File: config.mk
export PLATFORM = sky130hd
export DESIGN_NAME = div_rem_iterative
export DESIGN_NICKNAME = d
export VERILOG_FILES = /design/src/rtl/div_rem_iterative.sv
export SDC_FILE = /design/constraint.sdc
export NUM_CORES = 1
export LEC_CHECK = 0
export ABC_CLOCK_PERIOD_IN_PS = 6500
export BUFFER_PORTS_ARGS = -buffer_cell sky130_fd_sc_hd__buf_2
export CAP_MARGIN = 20
export CELL_PAD_IN_SITES_DETAIL_PLACEMENT = 2
export CELL_PAD_IN_SITES_GLOBAL_PLACEMENT = 2
export CORE_ASPECT_RATIO = 1.1
export CORE_MARGIN = 2
export CORE_UTILIZATION = 40
export CTS_BUF_LIST = sky130_fd_sc_hd__clkbuf_2 sky130_fd_sc_hd__clkbuf_4 sky130_fd_sc_hd__clkbuf_8
export DETAILED_ROUTE_END_ITERATION = 16
export MAX_ROUTING_LAYER = met4
export PLACE_DENSITY_LB_ADDON = 0.1
export SLEW_MARGIN = 25
export SYNTH_ARGS = -nofsm -noshare
export SYNTH_HDL_FRONTEND = slang
export SYNTH_SLANG_ARGS = --single-unit
File: constraint.sdc
create_clock -name clk -period 6.5 [get_ports clk]
set_input_delay 0.325 -clock clk [delete_from_list [all_inputs] [get_ports clk]]
set_output_delay 0.325 -clock clk [all_outputs]
set_load 0.05 [all_outputs]
File: src/rtl/div_rem_iterative.sv
// Multi-cycle restoring divider for RV32M DIV/DIVU/REM/REMU.
// One quotient bit per clock; divide-by-zero and signed overflow resolve in one cycle.
module div_rem_iterative #(
  parameter int DATA_WIDTH = 32,
  parameter int CNT_WIDTH  = $clog2(DATA_WIDTH) + 1
) (
  input  logic                  clk,
  input  logic                  rst_n,
  input  logic                  start,
  input  logic [1:0]            op,
  input  logic [DATA_WIDTH-1:0] src1_value,
  input  logic [DATA_WIDTH-1:0] src2_value,
  output logic                  busy,
  output logic                  done,
  output logic [DATA_WIDTH-1:0] result
);

  // state | meaning
  // IDLE  | waiting for start
  // CALC  | shift-subtract iterations, cnt counts down to 1
  // FIX   | select quotient/remainder and apply sign
  // DONE  | one-cycle result strobe, accepts back-to-back start
  typedef enum logic [1:0] {IDLE, CALC, FIX, DONE} state_t;

  localparam int RW = DATA_WIDTH + 1;
  localparam logic [CNT_WIDTH-1:0]  ITER    = CNT_WIDTH'(DATA_WIDTH);
  localparam logic [CNT_WIDTH-1:0]  CNT_ONE = CNT_WIDTH'(1);
  localparam logic [DATA_WIDTH-1:0] MIN_NEG = {1'b1, {(DATA_WIDTH-1){1'b0}}};

  state_t state, state_nxt;

  logic [CNT_WIDTH-1:0]  cnt;
  logic [RW-1:0]         rem_q;
  logic [DATA_WIDTH-1:0] quo_q;
  logic [DATA_WIDTH-1:0] div_abs;
  logic [1:0]            op_q;
  logic                  neg_q;
  logic                  neg_r;

  logic                  accept;
  logic                  is_signed;
  logic                  div_zero;
  logic                  overflow;
  logic                  special;
  logic [DATA_WIDTH-1:0] special_res;
  logic [DATA_WIDTH-1:0] src1_abs;
  logic [DATA_WIDTH-1:0] src2_abs;
  logic [RW:0]           shifted;
  logic                  trial_ge;
  logic [RW-1:0]         rem_nxt;
  logic [DATA_WIDTH-1:0] fix_sel;
  logic [DATA_WIDTH-1:0] fix_res;

  assign accept    = start && ((state == IDLE) || (state == DONE));
  assign is_signed = ~op[0];
  assign div_zero  = (src2_value == '0);
  assign overflow  = is_signed && (src1_value == MIN_NEG) && (src2_value == '1);
  assign special   = div_zero || overflow;

  always_comb begin
    special_res = '0;
    if (div_zero) special_res = op[1] ? src1_value : '1;
    else          special_res = op[1] ? '0 : src1_value;
  end

  assign src1_abs = (is_signed && src1_value[DATA_WIDTH-1]) ? -src1_value : src1_value;
  assign src2_abs = (is_signed && src2_value[DATA_WIDTH-1]) ? -src2_value : src2_value;

  // Partial remainder never exceeds the divisor, so the extra top bit is a guard only
  assign shifted  = {rem_q, quo_q[DATA_WIDTH-1]};
  assign trial_ge = (shifted >= {2'b00, div_abs});
  assign rem_nxt  = RW'(trial_ge ? (shifted - {2'b00, div_abs}) : shifted);

  assign fix_sel = op_q[1] ? rem_q[DATA_WIDTH-1:0] : quo_q;
  assign fix_res = (op_q[1] ? neg_r : neg_q) ? -fix_sel : fix_sel;

  always_ff @(posedge clk or negedge rst_n) begin
    if (!rst_n) state <= IDLE;
    else        state <= state_nxt;
  end

  always_comb begin
    state_nxt = state;
    busy      = 1'b0;
    done      = 1'b0;
    case (state)
      IDLE: begin
        if (start) state_nxt = special ? DONE : CALC;
      end
      CALC: begin
        busy = 1'b1;
        if (cnt == CNT_ONE) state_nxt = FIX;
      end
      FIX: begin
        busy      = 1'b1;
        state_nxt = DONE;
      end
      DONE: begin
        done = 1'b1;
        if (start) state_nxt = special ? DONE : CALC;
        else       state_nxt = IDLE;
      end
      default: state_nxt = IDLE;
    endcase
  end

  always_ff @(posedge clk or negedge rst_n) begin
    if (!rst_n) begin
      cnt     <= '0;
      rem_q   <= '0;
      quo_q   <= '0;
      div_abs <= '0;
      op_q    <= '0;
      neg_q   <= 1'b0;
      neg_r   <= 1'b0;
      result  <= '0;
    end else if (accept) begin
      op_q    <= op;
      rem_q   <= '0;
      quo_q   <= src1_abs;
      div_abs <= src2_abs;
      neg_q   <= is_signed && (src1_value[DATA_WIDTH-1] ^ src2_value[DATA_WIDTH-1]);
      neg_r   <= is_signed && src1_value[DATA_WIDTH-1];
      cnt     <= special ? '0 : ITER;
      if (special) result <= special_res;
    end else if (state == CALC) begin
      rem_q <= rem_nxt;
      quo_q <= {quo_q[DATA_WIDTH-2:0], trial_ge};
      cnt   <= cnt - CNT_ONE;
    end else if (state == FIX) begin
      result <= fix_res;
    end
  end

endmodule
==> run_summary.xml <==
<?xml version="1.0" encoding="UTF-8"?>
<metrics>
  <group name="timing">
    <metric name="fin_worst_hold_slack" unit="ns">0.1795</metric>
    <metric name="fin_crit_share" unit="%">60.39</metric>
    <metric name="final_max_slew_viol_count" unit="">0</metric>
    <metric name="totalNegativeSetupSlack" unit="ns">0</metric>
    <metric name="setup-violations-final" unit="">0</metric>
    <metric name="hold_viol" unit="">0</metric>
    <metric name="finClkSkew" unit="ns">0.01452</metric>
    <metric name="min_period" unit="ns">3.925</metric>
    <metric name="clock.fmax" unit="MHz">254.8</metric>
    <metric name="grt_setup_unrepaired" unit="">false</metric>
    <metric name="timing.slew.headroom" unit="%">32.09</metric>
    <metric name="worst_slew_pin_slew" unit="ns">1.017</metric>
  </group>
  <group name="setup_path">
    <metric name="worst_setup_path_start_kind" unit="">flop</metric>
    <metric name="crit_path_top_delay_cell" unit="">sky130_fd_sc_hd__nor4_1</metric>
    <metric name="worst_path_max_stage_delay" unit="ns">0.71</metric>
    <metric name="critical_path.top_delay_family" unit="">simple AND/OR/NAND/NOR gates</metric>
    <metric name="critical_path.n_buffers_inverters" unit="">2</metric>
    <metric name="worstPathCellList" unit="">buf_4 &gt; nor3b_1 &gt; o22ai_1 &gt; nor4_1 &gt; inv_1 &gt; o41ai_1 &gt; xnor2_1 &gt; a21oi_1 &gt; mux2_1</metric>
    <metric name="cp_data_arrival_time" unit="ns">4.28</metric>
    <metric name="critPathCaptureType" unit="">flop</metric>
    <metric name="timing.critical_path.fanout_max" unit="">53</metric>
    <metric name="setup.worst_path.class" unit="">flop to flop</metric>
    <metric name="crit_required" unit="ns">6.86</metric>
  </group>
  <group name="global_route">
    <metric name="antenna_violations_before_repair" unit="">0</metric>
    <metric name="first_pass_grt_wire_length" unit="mm">65.01</metric>
    <metric name="grt_util_all_layers" unit="%">28.62</metric>
    <metric name="largest_net_degree_at_the_start_of_global_routing" unit="">101</metric>
    <metric name="overflow" unit="">0</metric>
    <metric name="grt_pass1_vias" unit="">11786</metric>
  </group>
  <group name="routing">
    <metric name="detailedRoute.firstIterationViolations" unit="">525</metric>
    <metric name="first_pass_iters" unit="">5</metric>
    <metric name="routed_wirelength" unit="mm">40.00</metric>
    <metric name="via_count" unit="">10821</metric>
    <metric name="detail-route-antenna-nets" unit="">0</metric>
    <metric name="route.detailed.drc" unit="">0</metric>
    <metric name="post_drt_wl_per_cell" unit="µm">21.82</metric>
    <metric name="routed_via_density" unit="">5.903</metric>
  </group>
  <group name="cells_and_area">
    <metric name="finalNetCount" unit="">1573</metric>
    <metric name="insertedDiodeCount" unit="">0</metric>
    <metric name="drive_above_1_share" unit="%">12.18</metric>
    <metric name="seq_area" unit="µm²">3505</metric>
    <metric name="final_cell_count_no_fill" unit="">1833</metric>
    <metric name="n_fill_cell" unit="">3231</metric>
    <metric name="post-route-util" unit="%">44.78</metric>
    <metric name="multi_input_gate_area" unit="µm²">7199</metric>
    <metric name="area.growth.synth_to_final" unit="%">10.29</metric>
  </group>
  <group name="min_path">
    <metric name="hold_path_class" unit="">input pin to flop</metric>
  </group>
  <group name="floorplanning">
    <metric name="floorplan.die.width" unit="µm">163.9</metric>
    <metric name="rows" unit="">64</metric>
    <metric name="core_region_area" unit="µm²">27710</metric>
    <metric name="ios" unit="">103</metric>
    <metric name="floorplan.initialDensity" unit="%">40.60</metric>
    <metric name="dieArea" unit="µm²">29480</metric>
    <metric name="die_h" unit="µm">179.9</metric>
  </group>
  <group name="clock_network">
    <metric name="cts.sink_count" unit="">140</metric>
    <metric name="clkLatencyLatePin" unit="ns">0.47</metric>
    <metric name="cts_buffers" unit="">17</metric>
    <metric name="cts_post_setup_buffers_inserted" unit="">0</metric>
    <metric name="cts_tree" unit="">built</metric>
    <metric name="cts.path.max_buffers" unit="">2</metric>
    <metric name="cts.clk_slew.worst_paths" unit="ns">0.08</metric>
    <metric name="cts.htree.levels" unit="">4</metric>
    <metric name="clock-root-buffer" unit="">sky130_fd_sc_hd__clkbuf_8</metric>
  </group>
  <group name="placed_design">
    <metric name="place_inst" unit="">1802</metric>
    <metric name="place_congestion" unit="">0.8846</metric>
    <metric name="numPortBuffers" unit="">102</metric>
    <metric name="detailed_place_hpwl" unit="mm">30.17</metric>
  </group>
  <group name="synthesis">
    <metric name="ys_seq_elements" unit="">140</metric>
    <metric name="netlist_area" unit="µm²">11250</metric>
    <metric name="ys_flop_type" unit="">sky130_fd_sc_hd__dfrtp_1</metric>
    <metric name="sequential_fraction_of_the_synthesis_area" unit="%">31.15</metric>
    <metric name="yosys.area.top_type" unit="">sky130_fd_sc_hd__dfrtp_1</metric>
    <metric name="post_synth_edffs" unit="">0</metric>
    <metric name="synth-async-reset-ratio" unit="%">100.0</metric>
    <metric name="synth.cells.most_frequent" unit="">sky130_fd_sc_hd__o21ai_0, sky130_fd_sc_hd__nand2_1, sky130_fd_sc_hd__dfrtp_1</metric>
    <metric name="post_synth_main_area_contributors" unit="">sky130_fd_sc_hd__dfrtp_1, sky130_fd_sc_hd__o21ai_0, sky130_fd_sc_hd__mux2i_1</metric>
    <metric name="netlist_instances" unit="">1409</metric>
    <metric name="synthesis.area_per_instance" unit="µm²">7.983</metric>
    <metric name="most_numerous_cell_in_the_yosys_netlist" unit="">sky130_fd_sc_hd__o21ai_0</metric>
    <metric name="synth_cell_types" unit="">66</metric>
    <metric name="synth_largest_type_area_fraction" unit="%">31.15</metric>
    <metric name="ys_warn_count" unit="">0</metric>
    <metric name="synth_fp_nets" unit="">1522</metric>
  </group>
  <group name="power_and_ir_drop">
    <metric name="vdd.ir_drop.worst" unit="V">0.0002166</metric>
    <metric name="power_per_cell_area" unit="nW/µm²">617.0</metric>
    <metric name="power_leakage" unit="nW">5.198</metric>
  </group>
  <group name="run_status">
    <metric name="status" unit="">complete, no violations</metric>
  </group>
  <group name="run">
    <metric name="max-cap-violations" unit="">0</metric>
  </group>
</metrics>
-- final timing paths --
path                            depth (start not counted)  slack (ns)                      end                     from
max in group asynchronous                               3        4.86      op_q[1]$_DFFE_PN0P_                    rst_n
worst min-delay path                                    3        0.18   div_abs[1]$_DFFE_PN0P_            src2_value[1]
worst max-delay path                                    9        2.57   result[21]$_DFFE_PN0P_      op_q[1]$_DFFE_PN0P_
worst min register to register                          2        0.49  div_abs[28]$_DFFE_PN0P_  div_abs[28]$_DFFE_PN0P_
min in group asynchronous                               2        0.51    result[7]$_DFFE_PN0P_                    rst_n
worst max register to register                          9        2.57   result[21]$_DFFE_PN0P_      op_q[1]$_DFFE_PN0P_
-- power breakdown --
| part | switching (mW) | total [mW] | leakage (nW) | internal (mW) |
|---|---|---|---|---|
| clock | 0.361 | 0.694 | 0.179 | 0.333 |
| combinational | 3.38 | 5.24 | 3.31 | 1.86 |
| sequential | 0.423 | 1.72 | 1.71 | 1.30 |
-- layout by cell type (no fill, tap or decap), drive strengths merged, types with 6 or more instances in the layout --
| cell type | count |
|---|---|
| nor3b | 15 |
| nand2b | 20 |
| a31oi | 30 |
| nor2 | 103 |
| clkbuf | 23 |
| nor2b | 15 |
| ha | 43 |
| mux2i | 66 |
| or4 | 9 |
| o211ai | 10 |
| a21o | 20 |
| a41oi | 10 |
| nor3 | 40 |
| and2 | 6 |
| and3 | 8 |
| inv | 62 |
| xnor2 | 67 |
| mux2 | 6 |
| nor4 | 13 |
| o41ai | 9 |
| buf | 117 |
| nand4 | 15 |
| xor2 | 46 |
| dfrtp | 140 |
| a211oi | 15 |
| o21a | 6 |
| a31o | 6 |
| or3 | 9 |
| o21ai | 160 |
| maj3 | 10 |
| o22ai | 9 |
| nand2 | 147 |
| or2 | 6 |
| a21oi | 133 |
| o31ai | 13 |
| nand3 | 12 |
-- what timing repair did --
action | in CTS | in global routing
setup endpoints to repair | 0 | 0
gates resized for setup | 0 | 0
hold buffers | 1 | 0
endpoints found under the hold margin | 6 | 0
-- layout make-up --
| class | count | area share [%] |
|---|---|---|
| Clock buffer | 22 | 2.340 |
| Clock inverter | 7 | 0.5446 |
| Inverter | 62 | 1.876 |
| Multi-Input combinational cell | 1120 | 58.03 |
| Sequential cell | 140 | 28.25 |
| Tap cell | 363 | 3.661 |
| Timing Repair Buffer | 119 | 5.295 |
-- logic make-up (layout without fill, tap and decap cells) --
kind of cell | after synthesis | count (layout) | synth area share [%]
xor gates and xnor gates | 113 | 113 | 8.799
muxes | 72 | 72 | 6.474
buffers and inverters | 149 | 210 | 5.261
AOI/OAI and AO/OA | 454 | 454 | 24.39
and+or+nand+nor | 427 | 427 | 18.08
DFF | 140 | 140 | 31.15
adders and majority gates | 54 | 54 | 5.851
-- metal layers --
layer / wire, µm / track usage [%] / part of all wire (%) / up-vias
met5: 0 / - / 0 / -
met4: 644 / 6.632 / 1.6 / 0
met3: 1032 / 3.000 / 2.6 / 35
met2: 19520 / 48.08 / 49 / 187
met1: 18800 / 37.01 / 47 / 5447
li1: - / - / - / 5152
-- tightest hold or removal path, delay by kind of cell --
family	cells	cell delay (ns)
AOI/OAI and AO/OA	1	0.08
and+or+nand+nor	1	0.06
buffers and inverters	1	0.14
-- flip-flops by register name, summed over array words and instances, names as in the netlist --
signal and flops:
quo_q 32, cnt 6, neg_r 1, op_q 1
neg_q 1, result 32, div_abs 32, state 2
rem_q 33
-- stage by stage --
stage	cell area, µm²	power (mW)	setup WS (ns)
floorplan	11250	5.438	2.504
global placement	12010	6.637	2.453
detailed placement	12010	6.871	2.379
CTS	12380	7.637	2.484
global route	12410	8.319	2.387
finish	12410	7.655	2.575
Power figures use the tool's default switching activity.
